--- config.mk ---
export PLATFORM = sky130hd
export DESIGN_NAME = event_timestamper
export DESIGN_NICKNAME = d
export VERILOG_FILES = /design/src/rtl/event_ts_pkg.sv /design/src/rtl/event_timestamper_sync_fifo.sv /design/src/rtl/event_timestamper.sv
export SDC_FILE = /design/constraint.sdc
export NUM_CORES = 1
export LEC_CHECK = 0
export CAP_MARGIN = 20
export CORE_ASPECT_RATIO = 0.9
export CORE_MARGIN = 2
export CORE_UTILIZATION = 30
export CTS_BUF_LIST = sky130_fd_sc_hd__clkbuf_8
export DETAILED_ROUTE_END_ITERATION = 6
export GPL_ROUTABILITY_DRIVEN = 0
export HOLD_SLACK_MARGIN = 0.12
export PLACE_DENSITY = 0.53
export SETUP_SLACK_MARGIN = 0.15
export SYNTH_ARGS = -nofsm -noshare
export SYNTH_HDL_FRONTEND = slang
export SYNTH_SLANG_ARGS = --single-unit
--- constraint.sdc ---
create_clock -name clk -period 15.38 [get_ports clk]
set_input_delay 2.307 -clock clk [delete_from_list [all_inputs] [get_ports clk]]
set_output_delay 2.307 -clock clk [all_outputs]
set_load 0.03 [all_outputs]
--- src/rtl/event_ts_pkg.sv ---
// Shared definitions for the event timestamper slice.
//   TS_WIDTH      default width of captured counts and deltas
//   ts_entry_t    one FIFO entry: captured count plus delta to previous event
//   MIN_DEPTH     smallest legal FIFO depth
//   depth_is_legal  true when a depth is a power of two and >= MIN_DEPTH
package event_ts_pkg;

  localparam int unsigned TS_WIDTH  = 32;
  localparam int unsigned MIN_DEPTH = 2;

  typedef struct packed {
    logic [TS_WIDTH-1:0] count;
    logic [TS_WIDTH-1:0] delta;
  } ts_entry_t;

  function automatic bit depth_is_legal(input int unsigned depth);
    return (depth >= MIN_DEPTH) && ((depth & (depth - 1)) == 0);
  endfunction

endpackage

--- src/rtl/event_timestamper_sync_fifo.sv ---
// Single-clock first-word-fall-through FIFO.
//   clk, rst      clock and synchronous active-high reset (empties the FIFO)
//   push, din     write request and data; a push while full is accepted only
//                 when a pop happens in the same cycle
//   pop           read request; ignored while empty
//   dout          head entry, valid whenever empty=0
//   full, empty   registered status flags
//   level         registered occupancy, 0..DEPTH
module sync_fifo
  import event_ts_pkg::*;
#(
  parameter type         T     = ts_entry_t,
  parameter int unsigned DEPTH = 8
) (
  input  logic                   clk,
  input  logic                   rst,
  input  logic                   push,
  input  T                       din,
  input  logic                   pop,
  output T                       dout,
  output logic                   full,
  output logic                   empty,
  output logic [$clog2(DEPTH):0] level
);

  localparam int unsigned AW = $clog2(DEPTH);
  localparam logic [AW:0] FULL_LVL = (AW + 1)'(DEPTH);

  T            mem_q [DEPTH];
  logic [AW:0] wr_ptr_q, wr_ptr_d;
  logic [AW:0] rd_ptr_q, rd_ptr_d;
  logic [AW:0] level_q, level_d;
  logic        empty_q, empty_d;
  logic        full_q, full_d;
  logic        do_push, do_pop;

  always_comb begin
    do_pop   = pop && !empty_q;
    // When full, the slot being written is the head being popped this cycle;
    // the head is read before the edge, so the overwrite is safe.
    do_push  = push && (!full_q || do_pop);
    wr_ptr_d = wr_ptr_q;
    rd_ptr_d = rd_ptr_q;
    level_d  = level_q;
    if (do_push) begin
      wr_ptr_d = wr_ptr_q + 1'b1;
    end
    if (do_pop) begin
      rd_ptr_d = rd_ptr_q + 1'b1;
    end
    if (do_push && !do_pop) begin
      level_d = level_q + 1'b1;
    end else if (do_pop && !do_push) begin
      level_d = level_q - 1'b1;
    end
    empty_d = (level_d == '0);
    full_d  = (level_d == FULL_LVL);
  end

  always_ff @(posedge clk) begin
    if (rst) begin
      wr_ptr_q <= '0;
      rd_ptr_q <= '0;
      level_q  <= '0;
      empty_q  <= 1'b1;
      full_q   <= 1'b0;
    end else begin
      wr_ptr_q <= wr_ptr_d;
      rd_ptr_q <= rd_ptr_d;
      level_q  <= level_d;
      empty_q  <= empty_d;
      full_q   <= full_d;
    end
  end

  always_ff @(posedge clk) begin
    if (do_push) begin
      mem_q[wr_ptr_q[AW-1:0]] <= din;
    end
  end

  assign dout  = mem_q[rd_ptr_q[AW-1:0]];
  assign full  = full_q;
  assign empty = empty_q;
  assign level = level_q;

endmodule

--- src/rtl/event_timestamper.sv ---
// Timestamps rising edges of a synchronous event line against a free-running
// counter and queues (count, delta) pairs for a valid/ready consumer.
//   clk, rst   clock, synchronous active-high reset
//   count_in   counter value in the clk domain
//   evt_in     synchronous event level; a 0->1 transition is one event
//   ts_ready   consumer accepts the head entry
//   clr_ovf    clears overflow, drop_cnt and the delta reference
//   ts_valid   FIFO holds at least one entry
//   ts_count   head entry captured count
//   ts_delta   head entry delta to previous accepted event (mod 2^WIDTH)
//   level      FIFO occupancy
//   overflow   sticky: an event was dropped
//   drop_cnt   saturating count of dropped events
module event_timestamper
  import event_ts_pkg::*;
#(
  parameter int unsigned WIDTH  = TS_WIDTH,
  parameter int unsigned DEPTH  = 8,
  parameter int unsigned DROP_W = 8
) (
  input  logic                   clk,
  input  logic                   rst,
  input  logic [WIDTH-1:0]       count_in,
  input  logic                   evt_in,
  input  logic                   ts_ready,
  input  logic                   clr_ovf,
  output logic                   ts_valid,
  output logic [WIDTH-1:0]       ts_count,
  output logic [WIDTH-1:0]       ts_delta,
  output logic [$clog2(DEPTH):0] level,
  output logic                   overflow,
  output logic [DROP_W-1:0]      drop_cnt
);

  if (!depth_is_legal(DEPTH)) begin : g_bad_depth
    $error("event_timestamper: DEPTH must be a power of two and at least 2");
  end

  typedef struct packed {
    logic [WIDTH-1:0] count;
    logic [WIDTH-1:0] delta;
  } entry_t;

  logic              evt_q, evt_d;
  logic              have_last_q, have_last_d;
  logic [WIDTH-1:0]  last_count_q, last_count_d;
  logic              overflow_q, overflow_d;
  logic [DROP_W-1:0] drop_cnt_q, drop_cnt_d;

  logic   evt_edge, pop, dropped, accepted;
  logic   fifo_full, fifo_empty;
  entry_t push_entry, head_entry;

  always_comb begin
    evt_edge = evt_in && !evt_q;
    pop      = !fifo_empty && ts_ready;
    dropped  = evt_edge && fifo_full && !pop;
    accepted = evt_edge && !dropped;

    push_entry.count = count_in;
    // clr_ovf in the event cycle drops the reference, so the delta is 0.
    push_entry.delta = (have_last_q && !clr_ovf) ? (count_in - last_count_q) : '0;

    evt_d        = evt_in;
    last_count_d = accepted ? count_in : last_count_q;

    have_last_d = have_last_q;
    overflow_d  = overflow_q;
    drop_cnt_d  = drop_cnt_q;
    if (clr_ovf) begin
      have_last_d = 1'b0;
      overflow_d  = 1'b0;
      drop_cnt_d  = '0;
    end
    // The event wins over a simultaneous clear.
    if (accepted) begin
      have_last_d = 1'b1;
    end
    if (dropped) begin
      overflow_d = 1'b1;
      if (drop_cnt_d != '1) begin
        drop_cnt_d = drop_cnt_d + 1'b1;
      end
    end
  end

  always_ff @(posedge clk) begin
    if (rst) begin
      evt_q        <= 1'b1;
      have_last_q  <= 1'b0;
      last_count_q <= '0;
      overflow_q   <= 1'b0;
      drop_cnt_q   <= '0;
    end else begin
      evt_q        <= evt_d;
      have_last_q  <= have_last_d;
      last_count_q <= last_count_d;
      overflow_q   <= overflow_d;
      drop_cnt_q   <= drop_cnt_d;
    end
  end

  sync_fifo #(
    .T     (entry_t),
    .DEPTH (DEPTH)
  ) u_fifo (
    .clk   (clk),
    .rst   (rst),
    .push  (evt_edge),
    .din   (push_entry),
    .pop   (pop),
    .dout  (head_entry),
    .full  (fifo_full),
    .empty (fifo_empty),
    .level (level)
  );

  assign ts_valid = !fifo_empty;
  assign ts_count = head_entry.count;
  assign ts_delta = head_entry.delta;
  assign overflow = overflow_q;
  assign drop_cnt = drop_cnt_q;

endmodule

# --- Word-level counts from Yosys, hierarchy flattened ---
# Memories as Yosys holds them, arrays and structs flattened. A register that Yosys moved wholly into a read port is not among the register bits.
# Cells that the tools add are included.
word_totals:
  ff_bits: 57
  mem_bits_rw: 512
  inputBits: 37
  output_inout_bits: 78
  wordCells: 54
  mem_count: 1
classes:
  add_sub_neg: 6
  n_eq_ne: 2
  mux: 13
  reduce_logical: 22
mem_list:
  columns: ["memory", "depth", "word_bits", "read_ports", "rd_clocked_by_memory_dff", "write_ports", "line_no", "text"]
  rows:
  - ["u_fifo.mem_q", 8, 64, 1, 1, 1, "event_timestamper_sync_fifo.sv:29", "T mem_q [DEPTH];"]
op_table:
  columns: ["cell", "n"]
  rows:
  - ["$mux W32", 1]
  - ["$sub A32 B32 Y32", 1]
  - ["$mux W8", 3]
  - ["$add A4 B1 Y4 const B", 3]
  - ["$logic_and A1 B1 Y1", 10]
  - ["$add A8 B1 Y8 const B", 1]
  - ["$logic_not A1 Y1", 8]
  - ["$mux W4", 2]
  - ["$ne A8 B8 Y1 const B", 1]
  - ["$mux W3", 2]
  - ["$mux W1", 5]
  - ["$eq A4 B4 Y1 const B", 1]
  - ["$logic_not A4 Y1", 1]
  - ["$reduce_bool A2 Y1", 2]
  - ["$sub A4 B1 Y4 const B", 1]
  - ["$logic_or A1 B1 Y1", 1]

# --- Longest topological paths before layout ---
depth:
  ltp_word: 10
  ltp_mapped: 9
  mapped_depth_nobuf: 9

# --- Modules after synthesis ---
# Synthesis repeated with hierarchy kept, for this count alone.
unflattened:
  cells_unflattened: 1376
  hier_area_um2: 23820.3
modules_own_cells:
  columns: ["module", "instances", "cells_each", "area_per_inst_um2", "seq_area_each_um2"]
  rows:
  - ["sync_fifo", 1, 823, 19937.9, 15675.0]
  - ["event_timestamper", 1, 553, 3882.5, 860.8]

# --- Worst setup path after synthesis ---
# No wires, ideal clock.
synth_path:
  path_kind: "input port to flip-flop"
  start: "input evt_in"
  end: "memory u_fifo.mem_q[4][0] in the netlist's numbering (enable)"
  setup_time_ns: 0.666
  t_arrival_ns: 9.415
  t_required_ns: 14.714
  path_slack_ns: 5.299
  path_stages: 4
  path_buffers: 1
  cell_sequence: "nand2b_1 > a21o_1 > clkbuf_1 > nor4b_1"
synth_via:
  elab_chain_len: 4
synth_lines:
  columns: ["item", "line_no", "text"]
  rows:
  - ["start, declared", "event_timestamper.sv:24", "input logic evt_in,"]
  - ["$logic_and A1 B1 Y1", "event_timestamper.sv:55", "evt_edge = evt_in && !evt_q;"]
  - ["$logic_and A1 B1 Y1", "event_timestamper_sync_fifo.sv:41", "do_push = push && (!full_q || do_pop);"]
  - ["$mux W1", "event_timestamper_sync_fifo.sv:77", "if (do_push) begin"]
  - ["$mux W1 (implied by the code)", "event_timestamper_sync_fifo.sv:78", "mem_q[wr_ptr_q[AW-1:0]] <= din;"]
  - ["end, declared", "event_timestamper_sync_fifo.sv:29", null]
# No other way between the ends.

==> results.md <==
* I/O pins at 115
* Resized cells post-CTS at 0
* Highest clock frequency the design can meet at 156 MHz
* Clock insertion delay at the later pin of the skew report at 0.69 ns
* RSZ-0062 raised after global routing: no
* First-pass GRT wire length at 82.8 mm
* Average size of a mapped cell at 17.3 um2
* Post-cts hold buffer count at 0
* Commonest cells after routing, fill and taps aside: edfxtp_1 (512), mux4_2 (128), clkdlybuf4s50_1 (113)
* Critical path required time at 13.07 ns
* Maximum vdd ir drop at 54.9 uV
* Number of inserted diodes at 0
* Multiplexer share of the synthesized area at 15.6%
* Number of slew-limit violations in the final report at 0
* Master cell of the clock root buffer: clkbuf_8
* Number of cells produced by synthesis at 1368
* Top flip-flop cell by instance count after synthesis: edfxtp_1
* # port buffers at 114
* Cell area after synthesis at 0.0237 mm2
* Peak fanout along the critical path at 46
* Adder-Cell Fraction of Synth Area at 2.04%
* Final ANT Viol Nets at 0
* Fraction of power consumed by combinational cells at 16.1%
* Average via count per standard cell at 4.78
* Congestion Overflow GR at 0
* Leakage power figure at 0.00871 uW
* Start-to-end type of the worst setup path: reg -> out
* Total length of routed wires at 54.4 mm
* Maximum level of the CTS H-tree at 3
* Result of the run: complete, no violations
* Via Count at 12700
* Worst Path Arrival at 4.10 ns
* Most common cell after layout, fill and taps aside: edfxtp_1
* Total design power at 3570 uW
* Number of buffer and inverter stages on the critical path at 4
* Cell type with the highest occurrence count on the critical path: buf_4
* Kind of capture point of the worst setup path: output pin
* Remaining max-slew budget at the tightest pin at 28.1%
* Hold Fails Final Rpt at 0
* Path class of the lowest-slack min-delay path: reg -> reg
* Number of buffers added for setup after CTS at 0
* Proportion of register bits with asynchronous set or reset after synthesis at 0%
* Vias in the first global route at 13600
* Internal power contribution at 2650 uW
* Warning count from the yosys run at 0
* Slowest stage delay, CP at 0.78 ns
* Cells traversed along the worst timing path: buf_4 > buf_16 > buf_4 > mux4_2 > mux2_2 > clkdlybuf4s50_1
* Remaining design rule violation count at 0
* Number of cell rows at 97
* Category of the worst setup path launch point: flip-flop
* Combined global-route utilization of all metal layers at 13.5%
* Number of violations reported at the end of detailed-routing iteration 0 at 783
* Synthesized netlist net count at 1443
* Actual slew at the worst max-slew pin at 1.08 ns
* Horizontal die dimension at 300 um
* Number of clock buffers inserted by TritonCTS at 92
* Final critical delay including setup and external delays at 6.40 ns
* # setup viols final at 0
* # clock sinks at 570
* Worst Hold Slack at 0.454 ns
* MaxCap Viol Count at 0
* Switching power at 920 uW
* Clock power frac at 35.9%
* Sequential-to-total area share from yosys stat at 69.8%
* Sum of negative setup slack at 0 ns
* Share of total power consumed by net switching at 25.8%
* Clock Skew at 0.0319 ns
* First-pass DRT Iterations at 5
* Share of the cycle needed by the critical path after routing at 41.6%
* Clock edge transition at the registers on the reported setup and hold paths at 0.06 ns
* Cell area power density at 128 mW/mm2
* Placeable Area at 0.0780 mm2
* Clock tree buffer depth at 3
* Half-perimeter wire length after detailed placement at 32.2 mm
* Pin count of the biggest net entering global routing at 58
* FILL cells at 7275
* Die height at 271 um
* Synthesized-area fraction occupied by ao, oa, aoi and oai cells at 4.63%
* Slowest stage cell on the critical path: buf_4
* Area enclosed by the die boundary at 0.0812 mm2
* FF+latch count, synth at 570
* Fraction of the mapped netlist area in simple logic gates at 5.29%
* Total number of nets in the final design at 1613
* Largest family of logic cells by synthesized area: multiplexers
* Xor/xnor cell area share of the yosys netlist at 0.850%
* Top cell family by delay on the critical path: buffers and inverters
* Syn-to-layout area delta at 18.1%
* Initial core utilization at 30.4%
* Routed WL per cell at 20.5 um
* Number of synthesized flops with an enable pin at 512
* Distinct cell type count of the synthesized netlist at 71
* Clock tree from TritonCTS: yes
* Share of post-route cells with drive strength above 1 at 22.5%
* Share of power burned in registers at 48.1%
* Antenna violations before repair at 0
## registers in the layout, summed over array words and instances, names as in the netlist, 3 cells and up, named ones only
name             count
drop_cnt             8
last_count_q        32
u_fifo.level         4
u_fifo.rd_ptr_q      3
u_fifo.mem_q       512
u_fifo.wr_ptr_q      3
## tightest hold or removal path: cells and delay by family (launching register included)
family             cells  cell delay, ns
AOI/OAI and AO/OA      1            0.05
DFF                    1            0.31
and+or+nand+nor        1            0.05
## power groups by stage
| stage | registers (uW) | clock network, uW | logic [uW] |
|---|---|---|---|
| final | 1720 | 1280 | 574 |
| after global routing | 1720 | 1390 | 620 |
| after CTS | 1720 | 1320 | 584 |
| after detailed placement | 1750 | 0 | 581 |
| after global placement | 1750 | 0 | 580 |
| after floorplan | 1750 | 0 | 394 |
## metal layers
metal / GRT usage [%] / vias to the layer above / wire length (um)
li1: - / 5775 / -
met1: 17.4 / 6613 / 24100
met2: 22.8 / 248 / 27200
met3: 2.80 / 66 / 2210
met4: 3.59 / 0 / 855
met5: 0 / - / 0
## Yosys cell counts, types with 3 or more instances
cell	number	share of area, %
xor2_1	6	0.22
nand4_1	12	0.32
buf_2	18	0.38
nor3_1	29	0.61
xnor2_1	17	0.63
nand2b_1	11	0.29
nor2b_1	10	0.26
mux2i_1	7	0.30
a21oi_1	73	1.5
ha_1	37	2.0
a31oi_1	3	0.079
o211ai_1	4	0.13
inv_1	38	0.60
o21bai_1	3	0.095
clkbuf_1	44	0.70
o211a_1	4	0.17
o21ai_1	9	0.19
a21o_1	11	0.35
buf_1	4	0.063
a211oi_1	5	0.16
o21ai_0	14	0.30
nand3_1	10	0.21
and3_1	8	0.21
o21a_1	14	0.44
mux2_2	65	3.1
a21boi_1	3	0.095
a211o_1	3	0.11
dfxtp_1	58	4.9
edfxtp_1	512	65
nor3b_1	6	0.19
nor2_1	45	0.71
nand2_1	108	1.7
mux4_2	128	12
## cells by family (layout without fill, tap and decap cells)
| logic type | count (synthesis) | count (layout) |
|---|---|---|
| flip-flops | 570 | 570 |
| AND/OR/NAND/NOR | 261 | 261 |
| multiplexers | 200 | 200 |
| AO/OA/AOI/OAI | 170 | 170 |
| buffers and inverters | 106 | 354 |
| adder cells (fa/ha/maj) | 38 | 38 |
| XOR/XNOR | 23 | 23 |
## final cells by class
cell class	count	area, um2	area share [%]
multi-input cells	692	6780	24.2
clock inverters	77	505	1.81
inverters	38	143	0.510
repair buffers	144	1410	5.03
well taps	1039	1300	4.65
clock buffers	95	1310	4.67
flip-flops and latches	570	16500	59.1
## final timing paths
path                                        from                  end  slack (ns)  cells after the start
worst min register to register  last_count_q[24]     last_count_q[24]        0.45                      2
worst max-delay path                   flip-flop         ts_delta[28]        8.98                      6
worst max register to register   last_count_q[0]  u_fifo.mem_q[5][18]       12.16                      8
worst min-delay path            last_count_q[24]     last_count_q[24]        0.45                      2
## through the flow
stage               cell area (um2)  util (%)  setup slack (ns)  instances
floorplan                     23700         -              5.30       1368
global placement              26100      33.4              9.27       2479
detailed placement            26100      33.5              9.29       2480
CTS                           27900      35.8              8.53       2652
global route                  28000      35.9              8.62       2655
finish                        28000      35.9              8.98       2655
No activity file was read; power rests on OpenSTA's default activity.
